--- src/rtl/spi_arb_pkg.sv ---
// spi_arb_pkg: shared state encoding and data width for the arbitrated SPI master
package spi_arb_pkg;
  localparam int DATA_W = 8;
  typedef enum logic [2:0] {IDLE, SETUP, SHIFT, HOLD, DONE} state_e;
endpackage

--- src/rtl/spi_arb_grant.sv ---
// spi_arb_grant: picks the first active request searching upward from ptr_i (wrapping)
module spi_arb_grant #(
  parameter int N = 2
) (
  input  logic [N-1:0]         req_i,
  input  logic [$clog2(N)-1:0] ptr_i,
  output logic [N-1:0]         gnt_o,
  output logic [$clog2(N)-1:0] idx_o
);
  localparam int IW = $clog2(N);
  always_comb begin
    idx_o = '0;
    for (int k = N - 1; k >= 0; k--)
      if (req_i[(int'(ptr_i) + k) % N]) idx_o = IW'((int'(ptr_i) + k) % N);
    gnt_o = |req_i ? N'(1) << idx_o : '0;
  end
endmodule

--- src/rtl/spi_master_arb.sv ---
// spi_master_arb: mode-0 SPI master shared by NUM_REQ requesters; SPI_ARB_ROUND_ROBIN_EN selects round-robin grant
module spi_master_arb
  import spi_arb_pkg::*;
#(
  parameter int NUM_REQ = 2,
  parameter int CLK_DIV = 4
) (
  input  logic                      clk_i,
  input  logic                      reset_i,
  input  logic [NUM_REQ-1:0]        req_i,
  input  logic [DATA_W*NUM_REQ-1:0] tx_data_i,
  output logic [NUM_REQ-1:0]        done_o,
  output logic [DATA_W-1:0]         rx_data_o,
  output logic                      busy_o,
  output logic                      SCK,
  output logic                      MOSI,
  input  logic                      MISO,
  output logic [NUM_REQ-1:0]        SS_n
);
  localparam int IW = $clog2(NUM_REQ);
  localparam int CW = $clog2(CLK_DIV);
  state_e state_q, state_d;
  logic [CW-1:0] cnt_q, cnt_d;
  logic [2:0] bit_q, bit_d;
  logic hi_q, hi_d, last, active;
  logic [DATA_W-1:0] tx_q, tx_d, rx_q, rx_d, rxd_q, rxd_d;
  logic [IW-1:0] g_q, g_d, idx, ptr;
  logic [NUM_REQ-1:0] gnt;
`ifdef SPI_ARB_ROUND_ROBIN_EN
  logic [IW-1:0] ptr_q, ptr_d;
  assign ptr = ptr_q;
`else
  assign ptr = '0;
`endif
  spi_arb_grant #(.N(NUM_REQ)) u_grant (.req_i(req_i), .ptr_i(ptr), .gnt_o(gnt), .idx_o(idx));
  assign last = cnt_q == CW'(CLK_DIV - 1);
  always_ff @(posedge clk_i)
    if (reset_i) begin
      state_q <= IDLE;
      cnt_q   <= '0;
      bit_q   <= '0;
      hi_q    <= 1'b0;
      tx_q    <= '0;
      rx_q    <= '0;
      rxd_q   <= '0;
      g_q     <= '0;
`ifdef SPI_ARB_ROUND_ROBIN_EN
      ptr_q   <= '0;
`endif
    end else begin
      state_q <= state_d;
      cnt_q   <= cnt_d;
      bit_q   <= bit_d;
      hi_q    <= hi_d;
      tx_q    <= tx_d;
      rx_q    <= rx_d;
      rxd_q   <= rxd_d;
      g_q     <= g_d;
`ifdef SPI_ARB_ROUND_ROBIN_EN
      ptr_q   <= ptr_d;
`endif
    end
  always_comb begin
    state_d = state_q;
    cnt_d = cnt_q;
    bit_d = bit_q;
    hi_d = hi_q;
    tx_d = tx_q;
    rx_d = rx_q;
    rxd_d = rxd_q;
    g_d = g_q;
`ifdef SPI_ARB_ROUND_ROBIN_EN
    ptr_d = ptr_q;
`endif
    case (state_q)
      IDLE: if (|gnt) begin
        state_d = SETUP;
        cnt_d = '0;
        g_d = idx;
        tx_d = tx_data_i[idx*DATA_W +: DATA_W];
`ifdef SPI_ARB_ROUND_ROBIN_EN
        ptr_d = idx == IW'(NUM_REQ - 1) ? '0 : idx + 1'b1;
`endif
      end
      SETUP: begin
        cnt_d = last ? '0 : cnt_q + 1'b1;
        if (last) begin
          state_d = SHIFT;
          hi_d = 1'b1;
          bit_d = '0;
        end
      end
      SHIFT: begin
        cnt_d = last ? '0 : cnt_q + 1'b1;
        // end of a high phase is the falling edge: sample MISO and advance MOSI together
        if (last) begin
          hi_d = !hi_q;
          if (hi_q) begin
            rx_d = {rx_q[DATA_W-2:0], MISO};
            tx_d = {tx_q[DATA_W-2:0], 1'b0};
          end else if (bit_q == 3'd7) state_d = HOLD;
          else bit_d = bit_q + 1'b1;
        end
      end
      HOLD: begin
        cnt_d = last ? '0 : cnt_q + 1'b1;
        if (last) begin
          state_d = DONE;
          rxd_d = rx_q;
        end
      end
      DONE: state_d = IDLE;
      default: state_d = IDLE;
    endcase
  end
  always_comb begin
    active = state_q == SETUP || state_q == SHIFT || state_q == HOLD;
    SCK = state_q == SHIFT && hi_q;
    MOSI = active ? tx_q[DATA_W-1] : 1'b0;
    SS_n = active ? ~(NUM_REQ'(1) << g_q) : '1;
    done_o = state_q == DONE ? NUM_REQ'(1) << g_q : '0;
    busy_o = state_q != IDLE;
    rx_data_o = rxd_q;
  end
endmodule

--- config.mk ---
export PLATFORM = sky130hd
export DESIGN_NAME = spi_master_arb
export DESIGN_NICKNAME = d
export VERILOG_FILES = /design/src/rtl/spi_arb_pkg.sv /design/src/rtl/spi_arb_grant.sv /design/src/rtl/spi_master_arb.sv
export SDC_FILE = /design/constraint.sdc
export NUM_CORES = 1
export LEC_CHECK = 0
export ABC_AREA = 1
export CAP_MARGIN = 20
export CORE_ASPECT_RATIO = 0.7
export CORE_UTILIZATION = 43
export DETAILED_ROUTE_END_ITERATION = 16
export PLACE_DENSITY = 0.79
export REMOVE_ABC_BUFFERS = 1
export SLEW_MARGIN = 5
export SYNTH_ARGS = -nofsm -noshare
export SYNTH_HDL_FRONTEND = slang
export SYNTH_SLANG_ARGS = --single-unit
export TNS_END_PERCENT = 50
--- constraint.sdc ---
create_clock -name clk_i -period 1.4 [get_ports clk_i]
set_input_delay 0.28 -clock clk_i [delete_from_list [all_inputs] [get_ports clk_i]]
set_output_delay 0.28 -clock clk_i [all_outputs]
set_load 0.005 [all_outputs]
# --- Word-level counts from Yosys, hierarchy flattened ---
# Index checks and enable logic that the tools add are counted.
word_totals:
  ff_bits: 34
  in_bits: 21
  elab_cells: 76
classes:
  addsub: 2
  n_eq_ne: 14
  n_shift: 3
  muxes: 28
  bitwise_logic: 1
  n_reduce_logical: 20
op_table:
  columns: ["operator", "n"]
  rows:
  - ["$mux W3", 10]
  - ["$mux W8", 3]
  - ["$ne A2 B2 Y1 const B", 8]
  - ["$pmux W8 S2", 1]
  - ["$shiftx A16 B5 Y8", 1]
  - ["$pmux W3 S4", 1]
  - ["$mux W2", 5]
  - ["$eq A3 B2 Y1 const B", 2]
  - ["$eq A3 B3 Y1 const B", 2]
  - ["$pmux W3 S2", 1]
  - ["$reduce_and A2 Y1", 3]
  - ["$reduce_and A3 Y1", 2]
  - ["$reduce_and A6 Y1", 1]
  - ["$reduce_bool A2 Y1", 3]
  - ["$mux W1", 5]
  - ["$reduce_and A5 Y1", 1]
  - ["$pmux W2 S2", 1]
  - ["$reduce_and A4 Y1", 1]
  - ["$reduce_or A2 Y1", 2]
  - ["$shl A1 B1 Y2 const A", 2]
  - ["$add A3 B1 Y3 const B", 1]
  - ["$eq A3 B1 Y1 const B", 1]
  - ["$logic_not A3 Y1", 1]
  - ["$reduce_bool A3 Y1", 1]
  - ["other kinds (8)", 9]

# --- Depth between registers and ports, before layout ---
# Gate-level depths: netlist (run 1).
depth:
  depth_word: 7
  mapped_depth: 9

# --- Hierarchy ---
# A second synthesis (run 1) with hierarchy kept.
unflattened:
  hier_cells: 255
  area_unflattened_um2: 1701.6
by_module_without_submodules:
  columns: ["mod", "instances", "cells_each", "area_each_um2"]
  rows:
  - ["spi_master_arb", 1, 250, 1672.9]
  - ["spi_arb_grant", 1, 5, 28.8]

# --- Worst setup path before layout (run 1) ---
# OpenSTA, ideal clock, no wires.
synth_path:
  path_type: "reg2reg"
  start: "register cnt_q[0]"
  end: "register tx_q[2]"
  t_arrival_ns: 1.160
  path_slack_ns: 0.128
  path_stages_with_launch: 9
  path_buffers: 1
  period_less_slack_ns: 1.272
  path_cell_list: "dfxtp_1 -> ha_1 -> inv_1 -> nand3_1 -> nand3b_4 -> buf_6 -> nand2_1 -> nand2_1 -> nor2_1"
synth_between:
  elab_chain_len: 3
synth_lines:
  columns: ["element", "line", "text"]
  rows:
  - ["from (decl)", "spi_master_arb.sv:23", "logic [CW-1:0] cnt_q, cnt_d;"]
  - ["from (signal assigned)", "spi_master_arb.sv:52", "cnt_q <= cnt_d;"]
  - ["$eq A2 B2 Y1", "spi_master_arb.sv:36", "assign last = cnt_q == CW'(CLK_DIV - 1);"]
  - ["$ne A2 B2 Y1 (no line)", null, null]
  - ["$reduce_and A4 Y1 (no line)", null, null]
  - ["to (signal assigned)", "spi_master_arb.sv:55", "tx_q <= tx_d;"]
  - ["to (decl)", "spi_master_arb.sv:26", "logic [DATA_W-1:0] tx_q, tx_d, rx_q, rx_d, rxd_q, rxd_d;"]
# No other way between the ends.
# A chain may end at the register's enable or synchronous reset.

# --- Final worst setup path (run 1) ---
layout_path:
  start: "register state_q[0]"
  end: "output port SS_n[0]"
layout_between:
  elab_chain_len: 4
  elab_cells_between_ends: 6
layout_lines:
  columns: ["element", "line", "text"]
  rows:
  - ["from (decl)", "spi_master_arb.sv:22", "state_e state_q, state_d;"]
  - ["from (signal assigned)", "spi_master_arb.sv:51", "state_q <= state_d;"]
  - ["$eq A3 B1 Y1 / $eq A3 B2 Y1 (equally long branches)", "spi_master_arb.sv:117", "active = state_q == SETUP || state_q == SHIFT || state_q == HOLD;"]
  - ["$logic_or A1 B1 Y1", "spi_master_arb.sv:117", null]
  - ["$logic_or A1 B1 Y1 (*)", "spi_master_arb.sv:117", null]
  - ["$mux W2 (*)", "spi_master_arb.sv:120", "SS_n = active ? ~(NUM_REQ'(1) << g_q) : '1;"]
  - ["to (decl)", "spi_master_arb.sv:18", "output logic [NUM_REQ-1:0] SS_n"]
# Every way passes the cells marked *; elsewhere a longest branch is shown, timed or not.

==> run_results.csv, run 1 <==
group,metric,value,unit
status,status,"finished with violations",
status,violations,"setup timing",
timing,setup_violations,2,
global_route,grt_pass1_wl,6780,µm
route,num_vias,1740,
timing,finalSetupTns,-0.0802,ns
synthesis,netlist_area,0.00168,mm²
worst_setup_path,max_stage_delay,0.36,ns
route,drt_wl_total,4210,µm
power_and_ir_drop,leakagePower,1.28,nW
clock_tree,clock_latency,0.28,ns
worst_setup_path,start_kind,"flop",
min_path,hold_start,"rx_data_o[6]$_SDFFE_PP0P_",
route,wl_per_cell,11.5,µm
placement,placed_area,0.00222,mm²
synthesis,netlist_instances,255,
route,route.detailed.drc,0,
clock_tree,cts_made_buffers,5,
route,antenna_left,0,
timing,fin_crit,1.45,ns
timing,worstMarginPinSlew,0.266,ns
min_path,holdPathEnd,"rx_data_o[6]$_SDFFE_PP0P_",
synthesis,synth_top_area_share,40.6,%
run,max-cap-violations,0,
clock_tree,cts_max_level,2,
placement,hpwlAfterDp,2940,µm
synthesis,synth.area.top_cells,"dfxtp_1 (41%), nand2_1 (12%), nor2_1 (10%), inv_1 (9.2%), o21ai_0 (6.9%)",
timing,rsz0062_at_grt,"yes",
worst_setup_path,path_max_fanout,4,
placement,dp_slack,-0.199,ns
timing,period_share,104,%
global_route,grt_max_degree,27,
worst_setup_path,r2r_slack,0.09,ns
worst_setup_path,r2r_cells,7,
timing,fin_skew,0.00552,ns
synthesis,yosys_warnings,0,
route,avgViaCountPerCell,4.75,
power_and_ir_drop,power.internal,0.00217,W
synthesis,ys_seq_elements,34,
power_and_ir_drop,combPwrFrac,45.3,%
clock_tree,clk_pin_slew,0.06,ns
floorplanning,io_pins,36,
synthesis,yosysUniqueCellTypes,25,
power_and_ir_drop,swShare,37.1,%
global_route,grt-ovfl-total,0,
global_route,grt_pass1_vias,1493,
timing,drv_slew,0,
synthesis,avgSynthCellArea,6.57,µm²
power_and_ir_drop,powerDensity,1400,mW/mm²
power_and_ir_drop,clockPowerShare,20.3,%
placement,io_buffer_count,35,
clock_tree,cts_tree,"done",
worst_setup_path,crit_buf_inv,4,
floorplanning,die_area,0.00416,mm²
min_path,holdPathStages,2,
clock_tree,cts_hold_buffers,0,
clock_tree,cts.path.max_buffers,2,
worst_setup_path,worstSetupPathType,"reg2out",
worst_setup_path,worstPathArrival,1.17,ns
clock_tree,clock-sinks,34,
worst_setup_path,crit_required,1.12,ns
floorplanning,initial_core_util,46.2,%
power_and_ir_drop,switchingPower,0.00128,W
floorplanning,die_y,54.2,µm
worst_setup_path,cp_slowest_cell,"dfxtp_2",
worst_setup_path,r2r-end,"tx_q[6]$_SDFFE_PP0P_",
timing,finalWorstSetupSlack,-0.0506,ns
floorplanning,core,0.00363,mm²
power_and_ir_drop,seq_power_share,34.4,%
synthesis,ys_seq_area_share,40.6,%
layout,syn_to_final_growth,46.5,%
layout,fin_area,0.00246,mm²
placement,gp_congestion,0.824,
floorplanning,row_count,18,
synthesis,synth_largest_area_cell,"dfxtp_1",
power_and_ir_drop,vdd_drop_max,0.000933,V
worst_setup_path,cp-end-kind,"output port",
min_path,min_path_type,"reg2reg",
timing,relSlewSlack,82.2,%
layout,drive_gt1_share,23.4,%
layout,antenna_cells_inserted,0,
timing,max_freq,0.689,GHz
worst_setup_path,cp_cell_sequence,"buf_6, inv_4, nand2_4, nand2_4, inv_4, nand2_1, buf_2",
timing,hold_viol,0,
route,first_iter_violations,103,
clock_tree,root_buffer,"clkbuf_8",
global_route,antenna_found_initial,0,
global_route,grtUsageTotal,21.2,%
layout,nets,341,
worst_setup_path,timing.rr.start,"cnt_q[0]$_SDFFE_PP0P_",
worst_setup_path,critical_path.top_delay_family,"flip-flops",
route,first_pass_iters,4,
floorplanning,die_width,76.6,µm
[layout make-up]
type                            count  area [µm²]
Fill cell                         289        1170
Multi-Input combinational cell    173         913
Sequential cell                    34         688
Timing Repair Buffer               59         539
Inverter                           44         170
Clock buffer                        6        82.6
Tap cell                           50        62.6
[stage by stage]
stage / power, W / cells / util [%] / hold WS (ns)
final: 0.00345 / 366 / 67.7 / 0.439
after global routing: 0.00371 / 366 / 67.7 / 0.458
after CTS: 0.00325 / 364 / 64.8 / 0.445
after detailed placement: 0.00243 / 355 / 61.3 / 0.436
after global placement: 0.00239 / 355 / 61.3 / 0.432
after floorplan: 0.00196 / 250 / - / 0.349
[power groups by stage]
stage | Sequential [W] | Clock, W | Combinational [W]
floorplan | 0.00119 | 0 | 0.000768
global placement | 0.00118 | 0 | 0.00121
detailed placement | 0.00119 | 0 | 0.00124
CTS | 0.00118 | 0.000711 | 0.00136
global route | 0.00120 | 0.000760 | 0.00175
finish | 0.00119 | 0.000700 | 0.00156
[worst min-delay path: stages, from the launching register on]
cell and delay, ns:
dfxtp_1 0.30, inv_1 0.04, a21oi_1 0.05
[how the worst max path moves through the flow]
stage	slack, ns	start	cells past startpoint	end
global route	-0.12	state_q[0]$_SDFFE_PP0P_	7	SS_n[0]
CTS	-0.02	state_q[0]$_SDFFE_PP0P_	7	SS_n[1]
detailed placement	-0.20	req_i[0]	8	tx_q[2]$_SDFFE_PP0P_
floorplan	0.05	cnt_q[0]$_SDFFE_PP0P_	4	rx_data_o[0]$_SDFFE_PP0P_
global placement	-0.14	req_i[0]	6	tx_q[0]$_SDFFE_PP0P_
finish	-0.05	state_q[0]$_SDFFE_PP0P_	7	SS_n[0]
[registers in the layout (all words and copies together) (netlist names)]
signal,flops
rx_data_o,8
rx_q,8
tx_q,8
bit_q,3
state_q,3
cnt_q,2
g_q,1
hi_q,1
[layer usage]
metal | share of wire (%) | global-route usage, %
met1 | 51 | 29.4
met3 | 6.3 | 6.00
met4 | 0.78 | 2.88
met2 | 42 | 34.1
met5 | 0 | 0
[synth_stat cells]
cell / count
nand3_2: 1
o21ai_1: 1
o21ai_2: 1
o21ai_0: 23
nand2_2: 1
or2_0: 1
clkinv_1: 1
nand2_1: 55
nor3_1: 4
nor2_4: 2
nor2_1: 46
inv_2: 2
nand3_1: 15
nand3b_4: 1
ha_1: 3
nor2_2: 1
a21oi_1: 14
inv_1: 41
buf_2: 2
buf_6: 1
clkbuf_1: 2
o211ai_1: 1
dfxtp_1: 34
nand4_1: 1
or2_2: 1
[cells by family after synthesis]
kind of cell / Yosys count / synth area share (%)
AOI/OAI and AO/OA: 40 / 12.3
adders and majority gates: 3 / 2.24
DFF: 34 / 40.6
and+or+nand+nor: 129 / 33.3
buffers and inverters: 49 / 11.6
[placed cells by master, fill, tap and decap left out, types with 2 or more instances in the layout]
cell type,count
a21oi_1,13
buf_2,4
buf_4,20
buf_6,4
clkbuf_2,2
clkbuf_8,6
clkdlybuf4s50_1,21
dfxtp_1,28
dfxtp_2,6
dlymetal6s2s_1,6
ha_1,2
inv_1,38
inv_2,3
inv_4,2
nand2_1,49
nand2_2,3
nand2_4,4
nand3_1,11
nand3_2,4
nand3b_4,2
nor2_1,42
nor2_2,5
nor2_4,2
nor3_1,3
o21ai_0,23
[timing repair]
item,CTS,global route
pin swaps,4,7
gates cloned,0,1
buffers inserted,3,1
setup endpoints to repair,8,29
resized for setup,42,30
Power figures use the tool's default switching activity.
==> run 2: changes to the inputs <==
--- a/config.mk
+++ b/config.mk
@@ -10,6 +10,7 @@
 export CORE_ASPECT_RATIO = 0.7
 export CORE_UTILIZATION = 43
 export DETAILED_ROUTE_END_ITERATION = 16
+export HOLD_SLACK_MARGIN = 0.02
 export PLACE_DENSITY = 0.79
 export REMOVE_ABC_BUFFERS = 1
 export SLEW_MARGIN = 5
==> results of run 2 <==
Final layout, timing and power as in run 1 (identical DEF).
